File: src/rtl/ifmap_window_scheduler.sv
// Window sequencer for the Ifmap BRAM address counter: walks banks (outer) and
// equal-length tiles (inner), issuing one counter start per window.
module ifmap_window_scheduler #(
    parameter int NUM_BRAMS  = 16,
    parameter int ADDR_WIDTH = 9,
    parameter int TILE_W     = 8
) (
    input  logic                  clk,
    input  logic                  rst_n,
    input  logic                  cfg_start,
    input  logic [ADDR_WIDTH-1:0] cfg_base_addr,
    input  logic [ADDR_WIDTH-1:0] cfg_tile_len,
    input  logic [ADDR_WIDTH-1:0] cfg_tile_stride,
    input  logic [TILE_W-1:0]     cfg_num_tiles,
    input  logic [3:0]            cfg_sel_first,
    input  logic [3:0]            cfg_sel_last,
    input  logic                  ds_ready,
    input  logic                  ctr_done,
    output logic                  ctr_start,
    output logic [ADDR_WIDTH-1:0] if_addr_start,
    output logic [ADDR_WIDTH-1:0] if_addr_end,
    output logic [3:0]            ifmap_sel_in,
    output logic [TILE_W-1:0]     tile_idx,
    output logic                  busy,
    output logic                  sched_done,
    output logic                  cfg_err
);

    typedef enum logic [2:0] {
        IDLE,
        ISSUE,
        WAIT,
        NEXT,
        FINISH
    } state_t;

    state_t state_q, state_d;

    logic [ADDR_WIDTH-1:0] base_q, len_q, stride_q;
    logic [TILE_W-1:0]     num_tiles_q;
    logic [3:0]            sel_last_q;

    logic [ADDR_WIDTH-1:0] cur_q, cur_d, len_eff;
    logic [3:0]            bank_q, bank_d;
    logic [TILE_W-1:0]     tile_q, tile_d;
    logic                  err_q, err_d;

    logic [ADDR_WIDTH-1:0] addr_start_q, addr_end_q;
    logic [3:0]            sel_q;

    logic [ADDR_WIDTH:0]   cur_end, next_end;
    logic                  cfg_bad, accept, load_out;

    always_comb begin
        cfg_bad = (cfg_tile_len == '0) || (cfg_num_tiles == '0) ||
                  (cfg_sel_first > cfg_sel_last) ||
                  (int'(cfg_sel_last) >= NUM_BRAMS);
        cur_end = {1'b0, cur_q} + {1'b0, len_q} - 1'b1;
    end

    always_comb begin
        state_d   = state_q;
        cur_d     = cur_q;
        bank_d    = bank_q;
        tile_d    = tile_q;
        err_d     = 1'b0;
        ctr_start = 1'b0;
        accept    = 1'b0;
        len_eff   = len_q;
        case (state_q)
            IDLE: begin
                if (cfg_start) begin
                    if (cfg_bad) begin
                        err_d = 1'b1;
                    end else begin
                        accept  = 1'b1;
                        state_d = ISSUE;
                        cur_d   = cfg_base_addr;
                        bank_d  = cfg_sel_first;
                        tile_d  = '0;
                        len_eff = cfg_tile_len;
                    end
                end
            end
            ISSUE: begin
                if (ds_ready) begin
                    if (cur_end[ADDR_WIDTH]) begin
                        err_d   = 1'b1;
                        state_d = FINISH;
                    end else begin
                        ctr_start = 1'b1;
                        state_d   = WAIT;
                    end
                end
            end
            WAIT: begin
                if (ctr_done) state_d = NEXT;
            end
            NEXT: begin
                if (({1'b0, tile_q} + 1'b1) < {1'b0, num_tiles_q}) begin
                    tile_d  = tile_q + 1'b1;
                    cur_d   = cur_q + stride_q;
                    state_d = ISSUE;
                end else if (bank_q < sel_last_q) begin
                    bank_d  = bank_q + 1'b1;
                    tile_d  = '0;
                    cur_d   = base_q;
                    state_d = ISSUE;
                end else begin
                    state_d = FINISH;
                end
            end
            FINISH: state_d = IDLE;
            default: state_d = IDLE;
        endcase
        // Window registers are loaded on entry to ISSUE so they are already
        // valid in the cycle ctr_start fires; an overflowing window never loads.
        next_end = {1'b0, cur_d} + {1'b0, len_eff} - 1'b1;
        load_out = (state_q != ISSUE) && (state_d == ISSUE) && !next_end[ADDR_WIDTH];
    end

    always_ff @(posedge clk or negedge rst_n) begin
        if (!rst_n) begin
            state_q <= IDLE;
            cur_q   <= '0;
            bank_q  <= '0;
            tile_q  <= '0;
            err_q   <= 1'b0;
        end else begin
            state_q <= state_d;
            cur_q   <= cur_d;
            bank_q  <= bank_d;
            tile_q  <= tile_d;
            err_q   <= err_d;
        end
    end

    always_ff @(posedge clk or negedge rst_n) begin
        if (!rst_n) begin
            base_q      <= '0;
            len_q       <= '0;
            stride_q    <= '0;
            num_tiles_q <= '0;
            sel_last_q  <= '0;
        end else if (accept) begin
            base_q      <= cfg_base_addr;
            len_q       <= cfg_tile_len;
            stride_q    <= cfg_tile_stride;
            num_tiles_q <= cfg_num_tiles;
            sel_last_q  <= cfg_sel_last;
        end
    end

    always_ff @(posedge clk or negedge rst_n) begin
        if (!rst_n) begin
            addr_start_q <= '0;
            addr_end_q   <= '0;
            sel_q        <= '0;
        end else if (load_out) begin
            addr_start_q <= cur_d;
            addr_end_q   <= next_end[ADDR_WIDTH-1:0];
            sel_q        <= bank_d;
        end
    end

    assign if_addr_start = addr_start_q;
    assign if_addr_end   = addr_end_q;
    assign ifmap_sel_in  = sel_q;
    assign tile_idx      = tile_q;
    assign busy          = (state_q != IDLE);
    assign sched_done    = (state_q == FINISH);
    assign cfg_err       = err_q;

endmodule

File: config.mk
export PLATFORM = sky130hd
export DESIGN_NAME = ifmap_window_scheduler
export DESIGN_NICKNAME = d
export VERILOG_FILES = /design/src/rtl/ifmap_window_scheduler.sv
export SDC_FILE = /design/constraint.sdc
export NUM_CORES = 1
export LEC_CHECK = 0
export BUFFER_PORTS_ARGS = -buffer_cell sky130_fd_sc_hd__buf_4
export CAP_MARGIN = 20
export CORE_UTILIZATION = 40
export DETAILED_ROUTE_END_ITERATION = 6
export HOLD_SLACK_MARGIN = 0.08
export PLACE_DENSITY = 0.63
export SKIP_CTS_REPAIR_TIMING = 1
export SYNTH_ARGS = -nofsm -noshare
export SYNTH_HDL_FRONTEND = slang
export SYNTH_SLANG_ARGS = --single-unit
File: constraint.sdc
create_clock -name clk -period 15.2 [get_ports clk]
set_input_delay 3.04 -clock clk [delete_from_list [all_inputs] [get_ports clk]]
set_output_delay 3.04 -clock clk [all_outputs]
set_load 0.005 [all_outputs]
# [Word level (Yosys, flattened, before mapping)]
# Cells that the tools add are included.
[word_totals] reg_bits=86 out_inout_bits=34
[classes] addsub=8 order_cmp=3 eq_ne=9 muxes=37 n_reduce_logical=11
[op_table] cell="9-bit two-way mux" count=7
[op_table] cell="8-bit two-way mux" count=4
[op_table] cell="3-bit two-way mux" count=7
[op_table] cell="9-bit by 9-bit adder with 10-bit output" count=2
[op_table] cell="10-bit by 1-bit subtractor with 10-bit output, second input constant" count=2
[op_table] cell="9-bit case mux with 2 select lines" count=1
[op_table] cell="4-bit two-way mux" count=4
[op_table] cell="8-bit case mux with 2 select lines" count=1
[op_table] cell="3-bit case mux with 4 select lines" count=1
[op_table] cell="1-bit two-way mux" count=10
[op_table] cell="8-bit by 1-bit adder with 9-bit output, second input constant" count=1
[op_table] cell="9-bit adder" count=1
[op_table] cell="9-bit logical NOT" count=1
[op_table] cell="9-bit by 8-bit less-than comparator with 1-bit output" count=1
[op_table] cell="8-bit by 1-bit adder with 8-bit output, second input constant" count=1
[op_table] cell="8-bit logical NOT" count=1
[op_table] cell="4-bit case mux with 2 select lines" count=1
[op_table] cell="3-bit by 1-bit == test with 1-bit output, second input constant" count=2
[op_table] cell="3-bit by 2-bit == test with 1-bit output, second input constant" count=2
[op_table] cell="4-bit by 1-bit adder with 4-bit output, second input constant" count=1
[op_table] cell="4-bit > comparator" count=1
[op_table] cell="4-bit less-than comparator" count=1
[op_table] cell="2-bit inequality test, second input constant" count=2
[op_table] cell="4-bit AND reduction" count=1
[op_table] cell="10 further kinds" count=12

# [Depth between registers and ports, before layout]
[logic_depth] word_depth=10 ltp_mapped=26 mapped_depth_nobuf=23

# [Worst setup path before layout]
# OpenSTA, ideal clock, no wires.
[synth_timing] path_type="input port to flip-flop" startpoint="input port cfg_sel_last[3]" endpoint="register addr_start_q[5], in the netlist if_addr_start[5]" setup_time_ns=0.125 t_arrival_ns=7.011 setup_slack_ns=8.064 path_stages=20 cell_sequence="inv_1 > ha_1 > a21oi_1 > o21ai_0 > a21oi_2 > clkbuf_1 > clkbuf_1 > a21o_1 > inv_1 > ha_1 > inv_1 > ha_1 > fa_1 > a21o_1 > a211oi_1 > o21ai_0 > and3_1 > o22ai_2 > buf_2 > mux2_2"
[synth_via] elab_chain_len=9 elab_cells_between_ends=17
[synth_rtl] element="start: declaration" line="16" rtl="input logic [3:0] cfg_sel_last,"
[synth_rtl] element="4-bit > comparator *" line="56" rtl="(cfg_sel_first > cfg_sel_last) ||"
[synth_rtl] element="1-bit logical OR *" line="55" rtl="cfg_bad = (cfg_tile_len == '0) || (cfg_num_tiles == '0) ||"
[synth_rtl] element="9-bit two-way mux" line="73" rtl="if (cfg_bad) begin"
[synth_rtl] element="9-bit two-way mux" line="72" rtl="if (cfg_start) begin"
[synth_rtl] element="9-bit case mux with 2 select lines / 9-bit two-way mux (equally long branches)" line="70" rtl="case (state_q)"
[synth_rtl] element="9-bit by 9-bit adder with 10-bit output" line="118" rtl="next_end = {1'b0, cur_d} + {1'b0, len_eff} - 1'b1;"
[synth_rtl] element="10-bit by 1-bit subtractor with 10-bit output" line="118"
[synth_rtl] element="1-bit logical NOT" line="119" rtl="load_out = (state_q != ISSUE) && (state_d == ISSUE) && !next_end[ADDR_WIDTH];"
[synth_rtl] element="1-bit logical AND" line="119"
[synth_rtl] element="end signal: assignment" line="160" rtl="addr_start_q <= cur_d;"
[synth_rtl] element="end: declaration" line="48" rtl="logic [ADDR_WIDTH-1:0] addr_start_q, addr_end_q;"
# Mark *: on every way between the ends. The rest lies on a longest branch, timed or not.
# A chain may end at the register's enable or synchronous reset.

# [Final worst setup path]
[layout_timing] startpoint="input port cfg_sel_first[3]" endpoint="register addr_start_q[8], in the netlist if_addr_start[8]"
[layout_via] elab_chain_len=9 elab_cells_between_ends=17
[layout_rtl] element="start: declaration" line="15" rtl="input logic [3:0] cfg_sel_first,"
[layout_rtl] element="4-bit > comparator" line="56"
[layout_rtl] element="1-bit logical OR" line="55"
[layout_rtl] element="9-bit two-way mux" line="73"
[layout_rtl] element="9-bit two-way mux" line="72"
[layout_rtl] element="9-bit case mux with 2 select lines" line="70"
[layout_rtl] element="named net cur_d[0]" line="43" rtl="logic [ADDR_WIDTH-1:0] cur_q, cur_d, len_eff;"
[layout_rtl] element="9-bit by 9-bit adder with 10-bit output" line="118"
[layout_rtl] element="10-bit by 1-bit subtractor with 10-bit output" line="118"
[layout_rtl] element="1-bit logical NOT" line="119"
[layout_rtl] element="1-bit logical AND" line="119"
# The timed path passes the listed nets, and every way through them passes these cells.

==> flow_summary.ini <==
[route]
dr.pass1.iters = 4
drt.antenna.violating_nets = 0
wl_met1_mm = 5.67
routed_wl_mm = 12.0
routed.top_layer = met4
wl_per_cell_um = 15.0
drt_drc_violations_left = 0
wl_met3_um = 567
via_per_inst = 5.13
wl_met2_mm = 5.59
drt_iter0_drc = 170
num_vias = 4124

[cts]
cts_root_buffer = clkbuf_16
clk_pin_slew_worst_paths_ns = 0.05
cts_max_path_buffers = 2
htree_num_levels = 3
cts.sinks = 86
cts_tree = built
insertion_delay_ns = 0.35
numCtsBuffers = 9

[pwr]
clockPowerShare_pct = 13.2
seq_power_share_pct = 24.6
power.leakage_nw = 3.30
ir_worst_vdd_mv = 0.160
cell_internal_pwr_mw = 0.926
p_switching_mw = 0.690
power_density_nw_per_um2 = 254
switching_share_pct = 42.7
combPwrFrac_pct = 62.2

[worst_setup_path]
critPathRequiredTime_ns = 15.43
arrival_ns = 8.10
critPathMaxFanout = 81
worstSetupEndpointType = flip-flop
worstSetupPathType = primary input to flip-flop
startpoint_type = primary input

[yosys]
syn_area_um2 = 5320
synth_nets = 655
synth_edf_count = 0
ys.flop_type = dfrtp_1
synth-async-reset-ratio_pct = 100
yosysSeqAreaShare_pct = 40.5
syn_inst = 549
ys_ff_latch = 86
synth.distinct_cells = 48
syn_area_per_cell_um2 = 9.69
yosysWarnings = 0

[sta]
min_period_ns = 7.87
hold_viol = 0
slew_violations = 0
setup_viol = 0
finClkSkew_ns = 0.00679
worst_slew_pin_slew_ns = 0.845
slew_headroom_pct = 43.6
finalCritPeriodShare_pct = 51.8
rsz0062_at_grt = false
tns_ns = 0
fmax_ghz = 0.127

[cells_and_area]
layout-drive-gt1-share_pct = 22.3
n_antenna_cell = 0
area_delta_synth_final_pct = 19.6
nNetsFinal = 733
design_area_um2 = 6360
instances_no_fill = 804

[die]
start_util_pct = 41.6
coreArea_um2 = 12800
die_h_um = 117
dieArea_um2 = 13800
placementRows = 41
die_w_um = 117
ioPinCount = 82

[grt]
grt-ovfl-total = 0
grt_pass1_vias = 4040
grt.total_usage_pct = 18.6
antenna_found_initial = 0
grt_pass1_wl_mm = 20.0
grt_max_degree = 82

[outcome]
status = complete, no violations

[place]
postPlaceCellArea_um2 = 6080
numPortBuffers = 81
dp.cells = 788
hpwl_mm = 9.18
gp_routability_congestion = 0.843

[run]
drv_cap = 0

[min_path]
holdCritPathClass = flip-flop to flip-flop
[layer usage]
layer,vias to the layer above,GRT usage (%)
met2,98,29.4
met4,0,6.33
met5,-,0
met1,1963,24.2
li1,2042,-
met3,21,5.20
[metrics by stage]
step	total power, mW	worst slack (ns)	hold WS [ns]	util, %
finish	1.62	7.33	0.493	49.8
floorplan	1.15	8.06	0.473	-
detailed placement	1.41	6.96	0.475	47.6
global route	1.79	6.97	0.517	49.8
global placement	1.38	7.10	0.479	47.6
CTS	1.64	7.31	0.497	49.8
[power by group through the flow]
stage                     logic, mW  clock network (mW)  registers [mW]
after floorplan               0.762                   0           0.386
after global placement        0.986                   0           0.398
after detailed placement       1.01                   0           0.401
after CTS                      1.02               0.221           0.398
after global routing           1.15               0.229           0.411
final                          1.00               0.214           0.397
[state kept, by name (all words and copies together), names as in the netlist]
register,count
len_q,9
tile_idx,8
stride_q,9
cfg_err,1
bank_q,4
state_q,3
base_q,9
num_tiles_q,8
if_addr_end,9
ifmap_sel_in,4
if_addr_start,9
cur_q,9
sel_last_q,4
[cell type report]
class | count | area (µm²)
tap | 172 | 215
clock inverter | 5 | 50.0
sequential | 86 | 2150
inverter | 85 | 319
clock buffer | 11 | 233
timing repair buffer | 85 | 638
fill | 1198 | 6410
multi-input combinational | 360 | 2760
[cells in the mapped netlist, drive strengths merged (5+ instances only)]
master / instances / area (µm²)
mux2i: 13 / 130
nor2: 31 / 116
mux2: 35 / 394
nand3: 15 / 80.1
nor3: 19 / 95.1
nand2: 47 / 176
xor2: 12 / 105
ha: 56 / 701
dfrtp: 86 / 2150
xnor2: 11 / 96.3
a21o: 14 / 105
a221o: 9 / 90.1
buf: 12 / 81.3
inv: 85 / 319
o21ai: 37 / 185
a22o: 5 / 43.8
clkbuf: 6 / 22.5
a21oi: 12 / 63.8
[cell usage in the layout (no fill, tap or decap), types with 4 or more instances in the layout]
| cell type | n |
|---|---|
| nor2_1 | 31 |
| nor3_1 | 18 |
| nand2_1 | 47 |
| a221o_1 | 9 |
| clkinv_2 | 4 |
| clkbuf_16 | 9 |
| dfrtp_1 | 86 |
| xor2_1 | 12 |
| nor4_1 | 4 |
| ha_1 | 56 |
| and3_1 | 4 |
| mux2_2 | 35 |
| mux2i_1 | 13 |
| a22o_1 | 5 |
| buf_4 | 85 |
| nand3_1 | 14 |
| a21oi_1 | 11 |
| xnor2_1 | 11 |
| o21ai_0 | 37 |
| inv_1 | 85 |
| a21o_1 | 14 |
[cell families (layout without fill, tap and decap cells)]
family	Yosys count	count (layout)	share of synthesized area, %
AOI/OAI and AO/OA	101	101	13.0
DFF	86	86	40.5
xor gates and xnor gates	23	23	3.79
buffers and inverters	103	186	7.95
and+or+nand+nor	130	130	11.0
adders and majority gates	58	58	13.9
muxes	48	48	9.86
[final timing paths]
check,slack (ns),startpoint,end,cells after the start
max reg2reg,9.06,tile_idx[0],if_addr_start[8],22
min reg2reg,0.49,if_addr_start[7],if_addr_start[7],2
min,0.49,if_addr_start[7],if_addr_start[7],2
min in group asynchronous,2.61,rst_n,stride_q[4],1
max in group asynchronous,11.51,rst_n,ifmap_sel_in[0],2
max,7.33,cfg_sel_first[3],if_addr_start[8],20
[worst max-delay path: stages]
cell      delay (ns)
buf_4           0.12
ha_1            0.33
a21oi_1         0.14
o21ai_0         0.18
a21oi_4         0.15
buf_4           0.67
nor2_1          0.28
a221o_1         0.47
inv_1           0.08
ha_1            0.14
inv_1           0.04
ha_1            0.20
fa_1            0.40
a21o_1          0.18
a211oi_1        0.29
o21ai_0         0.16
and3_1          0.19
o22ai_2         0.30
buf_4           0.34
mux2_2          0.37
(Power assumes the default switching activity.)
